===== src/rtl/fetch_queue_if.sv =====
// Handshake bundle between the fetch unit, the fetch queue and decode.
// The master side is the environment: it drives enqueue data, deq_ready and flush.
// The slave side is the queue itself.
interface fetch_queue_if #(
  parameter int FETCH_WIDTH     = 2,
  parameter int INST_ADDR_WIDTH = 32,
  parameter int DEPTH           = 4
);
  localparam int CNT_W = $clog2(DEPTH + 1);

  // Redirect: drop everything held in the queue
  logic                            flush;

  // Enqueue side (from fetch)
  logic                            enq_valid;
  logic [FETCH_WIDTH-1:0][31:0]    enq_inst;
  logic [INST_ADDR_WIDTH-1:0]      enq_pc;
  logic                            enq_ready;
  logic                            fetch_stall;

  // Dequeue side (to decode)
  logic                            deq_valid;
  logic [FETCH_WIDTH-1:0][31:0]    deq_inst;
  logic [INST_ADDR_WIDTH-1:0]      deq_pc;
  logic                            deq_ready;

  // Status
  logic [CNT_W-1:0]                occupancy;

  modport master (
    output flush, enq_valid, enq_inst, enq_pc, deq_ready,
    input  enq_ready, fetch_stall, deq_valid, deq_inst, deq_pc, occupancy
  );

  modport slave (
    input  flush, enq_valid, enq_inst, enq_pc, deq_ready,
    output enq_ready, fetch_stall, deq_valid, deq_inst, deq_pc, occupancy
  );
endinterface


===== src/rtl/fetch_queue.sv =====
// Fetch queue: circular buffer of {instruction bundle, bundle PC} entries that
// decouples the fetch unit from decode. Strict FIFO, back-pressure when full,
// synchronous flush on redirect. DEPTH must be a power of two and >= 2 so the
// pointers can wrap by plain overflow.
module fetch_queue #(
  parameter int FETCH_WIDTH     = 2,
  parameter int INST_ADDR_WIDTH = 32,
  parameter int DEPTH           = 4
) (
  input  logic       clk,
  input  logic       reset,
  fetch_queue_if.slave bus
);
  localparam int PTR_W = $clog2(DEPTH);
  localparam int CNT_W = $clog2(DEPTH + 1);

  typedef logic [FETCH_WIDTH-1:0][31:0] bundle_t;

  logic [PTR_W-1:0]           rd_ptr_reg, rd_ptr_next;
  logic [PTR_W-1:0]           wr_ptr_reg, wr_ptr_next;
  logic [CNT_W-1:0]           count_reg, count_next;

  bundle_t                    inst_mem [DEPTH];
  logic [INST_ADDR_WIDTH-1:0] pc_mem   [DEPTH];

  logic                       enq_ready;
  logic                       deq_valid;
  logic                       enq_fire;
  logic                       deq_fire;

  // Status derived purely from registered count; no enqueue-through when full
  always_comb begin
    enq_ready = (count_reg != CNT_W'(DEPTH));
    deq_valid = (count_reg != '0);
    enq_fire  = bus.enq_valid & enq_ready;
    deq_fire  = deq_valid & bus.deq_ready;
  end

  // Drive the interface outputs; head entry is read combinationally
  always_comb begin
    bus.enq_ready   = enq_ready;
    bus.fetch_stall = ~enq_ready;
    bus.deq_valid   = deq_valid;
    bus.deq_inst    = inst_mem[rd_ptr_reg];
    bus.deq_pc      = pc_mem[rd_ptr_reg];
    bus.occupancy   = count_reg;
  end

  // Pointer and count update; flush overrides both handshakes
  always_comb begin
    rd_ptr_next = rd_ptr_reg;
    wr_ptr_next = wr_ptr_reg;
    count_next  = count_reg;
    if (bus.flush) begin
      rd_ptr_next = '0;
      wr_ptr_next = '0;
      count_next  = '0;
    end else begin
      if (enq_fire) begin
        wr_ptr_next = wr_ptr_reg + PTR_W'(1);
      end
      if (deq_fire) begin
        rd_ptr_next = rd_ptr_reg + PTR_W'(1);
      end
      if (enq_fire && !deq_fire) begin
        count_next = count_reg + CNT_W'(1);
      end else if (deq_fire && !enq_fire) begin
        count_next = count_reg - CNT_W'(1);
      end
    end
  end

  // Control state; reset empties the queue immediately, without a clock edge
  always_ff @(posedge clk or posedge reset) begin
    if (reset) begin
      rd_ptr_reg <= '0;
      wr_ptr_reg <= '0;
      count_reg  <= '0;
    end else begin
      rd_ptr_reg <= rd_ptr_next;
      wr_ptr_reg <= wr_ptr_next;
      count_reg  <= count_next;
    end
  end

  // Entry storage: each slot captures the bundle when it is the write target.
  // Data is never reset; it is only observed while deq_valid is high.
  generate
    for (genvar gi = 0; gi < DEPTH; gi++) begin : g_entry
      // Write one entry on an accepted, non-flushed enqueue
      always_ff @(posedge clk) begin
        if (enq_fire && !bus.flush && (wr_ptr_reg == PTR_W'(gi))) begin
          inst_mem[gi] <= bus.enq_inst;
          pc_mem[gi]   <= bus.enq_pc;
        end
      end
    end
  endgenerate

  // Occupancy stays within 0..DEPTH and the pointers never move on an empty queue
  a_count_bound: assert property (@(posedge clk) disable iff (reset)
    count_reg <= CNT_W'(DEPTH));
  a_no_underflow: assert property (@(posedge clk) disable iff (reset)
    !(deq_fire && (count_reg == '0)));
endmodule

===== src/flat_wrapper.sv =====
// flat-port wrapper written by rule: the top's interface ports become plain ports
module fetch_queue_flat 
#(
  parameter int FETCH_WIDTH     = 2,
  parameter int INST_ADDR_WIDTH = 32,
  parameter int DEPTH           = 4
)
  (clk, reset, bus_flush, bus_enq_valid, bus_enq_inst, bus_enq_pc, bus_deq_ready, bus_enq_ready, bus_fetch_stall, bus_deq_valid, bus_deq_inst, bus_deq_pc, bus_occupancy);
  fetch_queue_if #(.FETCH_WIDTH(FETCH_WIDTH), .INST_ADDR_WIDTH(INST_ADDR_WIDTH), .DEPTH(DEPTH)) bus_i ();
  input  logic clk;
  input  logic reset;
  input wire logic [$bits(bus_i.flush)-1:0] bus_flush;
  input wire logic [$bits(bus_i.enq_valid)-1:0] bus_enq_valid;
  input wire logic [$bits(bus_i.enq_inst)-1:0] bus_enq_inst;
  input wire logic [$bits(bus_i.enq_pc)-1:0] bus_enq_pc;
  input wire logic [$bits(bus_i.deq_ready)-1:0] bus_deq_ready;
  output wire logic [$bits(bus_i.enq_ready)-1:0] bus_enq_ready;
  output wire logic [$bits(bus_i.fetch_stall)-1:0] bus_fetch_stall;
  output wire logic [$bits(bus_i.deq_valid)-1:0] bus_deq_valid;
  output wire logic [$bits(bus_i.deq_inst)-1:0] bus_deq_inst;
  output wire logic [$bits(bus_i.deq_pc)-1:0] bus_deq_pc;
  output wire logic [$bits(bus_i.occupancy)-1:0] bus_occupancy;
  assign bus_i.flush = bus_flush;
  assign bus_i.enq_valid = bus_enq_valid;
  assign bus_i.enq_inst = bus_enq_inst;
  assign bus_i.enq_pc = bus_enq_pc;
  assign bus_i.deq_ready = bus_deq_ready;
  assign bus_enq_ready = bus_i.enq_ready;
  assign bus_fetch_stall = bus_i.fetch_stall;
  assign bus_deq_valid = bus_i.deq_valid;
  assign bus_deq_inst = bus_i.deq_inst;
  assign bus_deq_pc = bus_i.deq_pc;
  assign bus_occupancy = bus_i.occupancy;
  fetch_queue #(.FETCH_WIDTH(FETCH_WIDTH), .INST_ADDR_WIDTH(INST_ADDR_WIDTH), .DEPTH(DEPTH)) u_core (.clk(clk), .reset(reset), .bus(bus_i));
endmodule

===== config.mk =====
export PLATFORM = sky130hd
export DESIGN_NAME = fetch_queue_flat
export DESIGN_NICKNAME = d
export VERILOG_FILES = /design/src/rtl/fetch_queue_if.sv /design/src/rtl/fetch_queue.sv /design/src/flat_wrapper.sv
export SDC_FILE = /design/constraint.sdc
export NUM_CORES = 1
export LEC_CHECK = 0
export BUFFER_PORTS_ARGS = -buffer_cell sky130_fd_sc_hd__buf_4
export CAP_MARGIN = 20
export CORE_MARGIN = 2
export CORE_UTILIZATION = 50
export CTS_CLUSTER_DIAMETER = 60
export DETAILED_ROUTE_END_ITERATION = 10
export GPL_TIMING_DRIVEN = 0
export PLACE_DENSITY = 0.71
export SLEW_MARGIN = 20
export SYNTH_ARGS = -nofsm -noshare
export SYNTH_HDL_FRONTEND = slang
export SYNTH_SLANG_ARGS = --single-unit

===== constraint.sdc =====
create_clock -name clk -period 4.45 [get_ports clk]
set_input_delay 0.2225 -clock clk [delete_from_list [all_inputs] [get_ports clk]]
set_output_delay 0.2225 -clock clk [all_outputs]
set_load 0.02 [all_outputs]

### After elaboration in Yosys (flattened, before gate mapping)

Memory sizes are Yosys's and may differ from the RTL's.
Index checks and enable logic that the tools add are counted.

| storage, ports and cells | value |
|---|---|
| register bits | 7 |
| output and inout bits | 102 |
| word-level logic and storage cells | 70 |
| memory bits (writable) | 384 |
| memories kept | 2 |
| input port bits | 101 |

| operators by class | value |
|---|---|
| bitwise gates (word level) | 3 |
| reduce and logical (&&, ||, !) cells | 21 |
| mux-type cells | 33 |
| equal/unequal tests | 4 |
| add/sub/neg operators | 4 |

Memory list:

| memory | depth | width | rd ports | clocked after Yosys merged registers in | wr ports | line | RTL |
|---|---|---|---|---|---|---|---|
| u_core.inst_mem | 4 | 64 | 1 | 0 | 1 | fetch_queue.sv:23 | `bundle_t inst_mem [DEPTH];` |
| u_core.pc_mem | 4 | 32 | 1 | 0 | 1 | fetch_queue.sv:24 | `logic [INST_ADDR_WIDTH-1:0] pc_mem [DEPTH];` |

Operator list:

| kind | number |
|---|---|
| 64-bit two-way mux | 3 |
| 64-bit OR reduction | 3 |
| 32-bit two-way mux | 3 |
| 32-bit OR reduction | 3 |
| 2-bit two-way mux | 10 |
| 1-bit two-way mux | 14 |
| 3-bit two-way mux | 3 |
| 1-bit logical AND | 7 |
| 3-bit nonzero test | 2 |
| 2-bit by 1-bit adder with 2-bit output (second input constant) | 2 |
| 2-bit == test (second input constant) | 2 |
| 2-bit nonzero test | 2 |
| 3-bit by 1-bit adder with 3-bit output (second input constant) | 1 |
| 1-bit zero test | 3 |
| 3-bit != test (second input constant) | 1 |
| 3-bit by 1-bit subtractor with 3-bit output (second input constant) | 1 |
| 1-bit AND | 2 |
| 2-bit by 1-bit == test with 1-bit output (second input constant) | 1 |
| 2-bit zero test | 1 |
| 1-bit inverter | 1 |

### Depth between registers and ports, before layout

| logic depth | value |
|---|---|
| word-level depth | 10 |
| gate-level depth with buffers | 8 |
| depth with buffers taken out | 6 |

### Least setup slack after synthesis

Ideal clock, no wire load.

| timing path | value |
|---|---|
| path type | flip-flop to flip-flop |
| from | reg u_core.count_reg[2] (netlist: u_core.bus.occupancy[2]) |
| to | mem u_core.inst_mem[2][0] (netlist name), enable pin |
| clock period less this slack | 4077 ps |
| stages on the path, launching flop included | 7 |
| required time | 3984 ps |
| path buffers | 2 |
| setup time | 466 ps |
| arrival time | 3612 ps |
| path slack | 373 ps |
| path through | dfrtp_1 buf_4 or3b_1 buf_2 clkinv_2 nor3_1 and2_1 |

| between the ends | value |
|---|---|
| cells in the longest elaborated chain, start to end | 10 |
| elaborated cells between the ends (all ways) | 24 |
| classes of those cells | eq/ne (1); mux (14); bitwise (1); reduce/logical (8) |

Ends and longest elaborated chain:

| element | line | RTL |
|---|---|---|
| start, declared | fetch_queue.sv:21 | `logic [CNT_W-1:0] count_reg, count_next;` |
| start signal, assigned | fetch_queue.sv:82 | `count_reg <= count_next;` |
| 3-bit != test (*) | fetch_queue.sv:33 | `enq_ready = (count_reg != CNT_W'(DEPTH));` |
| net bus_enq_ready | flat_wrapper.sv:17 | `output wire logic [$bits(bus_i.enq_ready)-1:0] bus_enq_ready;` |
| 1-bit AND (*) | fetch_queue.sv:35 | `enq_fire = bus.enq_valid & enq_ready;` |
| 1-bit logical AND (*) | fetch_queue.sv:92 | `if (enq_fire && !bus.flush && (wr_ptr_reg == PTR_W'(gi))) begin` |
| 1-bit logical AND | fetch_queue.sv:92 |  |
| 1-bit two-way mux | fetch_queue.sv:92 |  |
| 1-bit two-way mux (not written as such) | fetch_queue.sv:93 | `inst_mem[gi] <= bus.enq_inst;` |
| 64-bit OR reduction (no line) | -- |  |
| 2-bit two-way mux (no line) or 1-bit two-way mux (tied branches) (3 in a row) | -- |  |
| end, declared | fetch_queue.sv:23 |  |

Mark *: on every way through the listed nets, which the timed path passes. The rest lies on a longest branch.

### Final worst setup path

| timing path | value |
|---|---|
| from | reg u_core.count_reg[2] (netlist: u_core.bus.occupancy[2]) |
| to | mem u_core.inst_mem[3][27] (netlist name), enable pin |

| between the ends | value |
|---|---|
| cells in the longest elaborated chain, start to end | 10 |
| elaborated cells between the ends (all ways) | 24 |
| classes of those cells | eq/ne (1); mux (14); bitwise (1); reduce/logical (8) |

Ends and longest elaborated chain:

| element | line |
|---|---|
| 3-bit != test (*) | fetch_queue.sv:33 |
| 1-bit AND (*) | fetch_queue.sv:35 |
| 1-bit logical AND (*) | fetch_queue.sv:92 |
| 1-bit logical AND | fetch_queue.sv:92 |
| 1-bit two-way mux | fetch_queue.sv:92 |
| 1-bit two-way mux (not written as such) | fetch_queue.sv:93 |
| 64-bit OR reduction (no line) | -- |
| 2-bit two-way mux (no line) or 1-bit two-way mux (tied branches) (3 in a row) | -- |

Mark *: on every way between the ends. The rest lies on a longest branch, timed or not.

==> flow_metrics.py <==
metrics = {
    "placed_design": {
        "postPlaceCellArea_um2": 16600,
        "place_ws_ns": 1.89,
        "dpl.cell_count": 1160,
        "dp_hpwl_mm": 17.3,
        "portBuffers": 201,
        "gp_congestion": 0.785,
    },
    "power_and_ir_drop": {
        "cellPowerDensity_nw_per_um2": 547,
        "pwr-share-comb_pct": 25.3,
        "pwr-share-seq_pct": 41.5,
        "p_leak_uw": 0.00651,
        "vdd_drop_max_v": 0.000388,
        "power.internal_uw": 7630,
        "power_frac_clock_pct": 33.2,
        "swShare_pct": 26.3,
        "power_switching_uw": 2730,
    },
    "worst_setup_path": {
        "cp-start-kind": "register",
        "path_class": "reg2reg",
        "crit_arrival_ns": 2.80,
        "crit_chain": "buf_4 -> or3b_1 -> buf_2 -> clkinv_2 -> nor3_1 -> and2_4 -> buf_12",
        "cpMaxStageDelayCell": "and2_4",
        "cp_max_fo": 34,
        "max_stage_delay_ns": 0.57,
        "worst-path-buf-inv": 4,
        "critPathTopFamily": "simple AND/OR/NAND/NOR gates",
        "cp.required_ns": 4.65,
        "crit_path_end_kind": "register",
    },
    "die": {
        "start_util_pct": 50.5,
        "rows": 62,
        "core-area_um2": 28500,
        "fp.dieArea_um2": 30200,
        "boundaryPins": 203,
        "die_h_um": 174,
        "die_w_um": 174,
    },
    "global_route": {
        "grt_pass1_vias": 7816,
        "antenna_found_initial": 0,
        "grt_pass1_wl_mm": 43.8,
        "grt_max_degree": 35,
        "grt_overflow": 0,
        "grt_use_total_pct": 19.0,
    },
    "run_status": {
        "outcome": "completed",
    },
    "clock_network": {
        "ctsResizeCount": 0,
        "cts-root-buf": "clkbuf_16",
        "cts_sinks": 391,
        "cts_tree": "built",
        "clkLatencyLatePin_ns": 0.52,
        "cts_max_level": 2,
        "clock_path_buffers": 3,
        "clk_pin_slew_worst_paths_ns": 0.06,
        "cts_buffers": 41,
    },
    "detailed_routing": {
        "ant_nets": 0,
        "wl_met3_mm": 1.68,
        "drc_errors": 0,
        "firstDrtPassIters": 5,
        "drt_iter0_drc": 490,
        "wl_per_cell_um": 21.3,
        "drt-met1-wl_mm": 11.9,
        "via_per_inst": 5.34,
        "highest_layer": "met4",
        "routed_wl_mm": 28.5,
        "dr_wl_met2_mm": 14.5,
        "vias": 7130,
    },
    "yosys": {
        "syn_avg_cell_area_um2": 25.4,
        "synth_edf_count": 384,
        "syn-num-nets": 673,
        "synthCells": 567,
        "ys_ff_latch": 391,
        "synthFlopType": "edfxtp_1",
        "synthArstFlopShare_pct": 1.79,
        "synth-seq-area-share_pct": 81.2,
        "netlist_area_um2": 14400,
        "ys_warn_count": 0,
        "synth_cell_type_count": 34,
    },
    "finish": {
        "antenna_cells": 0,
        "area_delta_synth_final_pct": 31.4,
        "final_util_pct": 66.4,
        "layoutNonFillerInstCount": 1334,
        "regArea_um2": 11700,
        "largest_reg_flops": 256,
        "postLayoutCellArea_um2": 18900,
        "drive_above_1_share_pct": 41.7,
        "fillers": 1896,
        "nets": 1024,
        "largest_register": "u_core.inst_mem",
        "multi_input_area_um2": 2510,
    },
    "timing": {
        "slew_headroom_pct": 51.7,
        "skew_ns": 0.0124,
        "fin_crit_sh_pct": 58.4,
        "worst_slack_ns": 1.85,
        "hold_viol": 0,
        "fmax_mhz": 385,
        "hold_slack_ns": 0.180,
        "period_needed_ns": 2.60,
        "slew_viol_final": 0,
        "tightest_slew_ns": 0.724,
        "grt_setup_unrepaired": "no",
        "finalSetupViolCount": 0,
    },
    "flow_run": {
        "drv_cap": 0,
    },
    "worst_hold_path": {
        "hold_path_class": "in2reg",
    },
}
## worst min-delay path, stage by stage
cell and delay [ns]:
buf_4 0.09, o211a_1 0.16, o211ai_1 0.10, o31ai_1 0.08
## placed cells by master (no fill, tap or decap), types with 7 or more instances in the layout
| cell | synthesis | routed |
|---|---|---|
| edfxtp_1 | 384 | 384 |
| buf_4 | 2 | 203 |
| dlygate4sd3_1 | 0 | 99 |
| mux4_2 | 96 | 96 |
| clkbuf_16 | 0 | 43 |
| buf_2 | 15 | 15 |
| clkbuf_1 | 6 | 12 |
| clkinv_2 | 1 | 9 |
| clkinv_1 | 0 | 9 |
| buf_12 | 0 | 8 |
| nor2_1 | 7 | 7 |
| inv_1 | 7 | 7 |
| dfrtp_1 | 7 | 7 |
## synth_stat cells (2+ instances only)
cell	instances	share of area, %
nand3_1	2	0.069
buf_2	15	0.52
nand3b_1	2	0.10
clkbuf_1	6	0.16
o21ai_1	2	0.069
ha_1	4	0.35
inv_1	7	0.18
dfrtp_1	7	1.2
buf_6	5	0.39
buf_4	2	0.10
o31ai_1	2	0.10
nor2_1	7	0.18
mux4_2	96	15
xor2_1	2	0.12
a21oi_1	2	0.069
edfxtp_1	384	80
and2_1	4	0.17
mux2i_1	2	0.14
## path summary, 6_finish.rpt
kind,start,to,slack (ns),depth (start not counted)
max,u_core.bus.occupancy[2],u_core.inst_mem[3][27],1.85,7
min,bus_deq_ready,u_core.bus.occupancy[1],0.18,4
max reg2reg,u_core.bus.occupancy[2],u_core.inst_mem[3][27],1.85,7
min reg2reg,u_core.wr_ptr_reg[1],u_core.wr_ptr_reg[1],0.63,2
max in group asynchronous,reset,u_core.bus.occupancy[1],4.02,3
min in group asynchronous,reset,u_core.bus.occupancy[2],0.21,3
## layer usage
metal  vias up  GRT usage, %
met4         0          4.17
li1       3136             -
met2       258          32.4
met3        35          3.99
met5         -             0
met1      3701          25.5
## final cells by class
type / count / area share [%]
clock inverters: 26 / 1.49
repair buffers: 308 / 14.0
clock buffers: 49 / 5.80
plain buffers: 28 / 0.892
inverters: 8 / 0.165
well taps: 384 / 2.54
flip-flops and latches: 391 / 61.8
multi-input cells: 140 / 13.3
## power groups by stage
stage / combinational, µW / clock, µW / sequential [µW]
6_report: 2620 / 3440 / 4300
5_1_grt: 2780 / 3670 / 4310
4_1_cts: 2660 / 3510 / 4300
3_5_place_dp: 2580 / 0 / 4370
3_3_place_gp: 2510 / 0 / 4390
2_1_floorplan: 1600 / 0 / 4390
## through the flow
stage | TNS [ns] | power [µW]
finish | 0 | 10400
global route | 0 | 10800
CTS | 0 | 10500
detailed placement | 0 | 6950
global placement | -371.14 | 6900
floorplan | 0 | 5980
## kinds of logic (layout without fill, tap and decap cells)
family / after synthesis / count (layout) / share of synthesized area (%)
DFF: 391 / 391 / 81.2
AOI/OAI and AO/OA: 14 / 14 / 0.721
muxes: 99 / 99 / 15.2
buffers and inverters: 36 / 419 / 1.39
xor gates and xnor gates: 2 / 2 / 0.122
and+or+nand+nor: 20 / 20 / 0.807
adders and majority gates: 5 / 5 / 0.486
## repair_timing
action,CTS,global route
setup buffers,0,0
hold endpoints to repair,395,0
hold buffers,99,0
No activity file was read; power rests on OpenSTA's default activity.
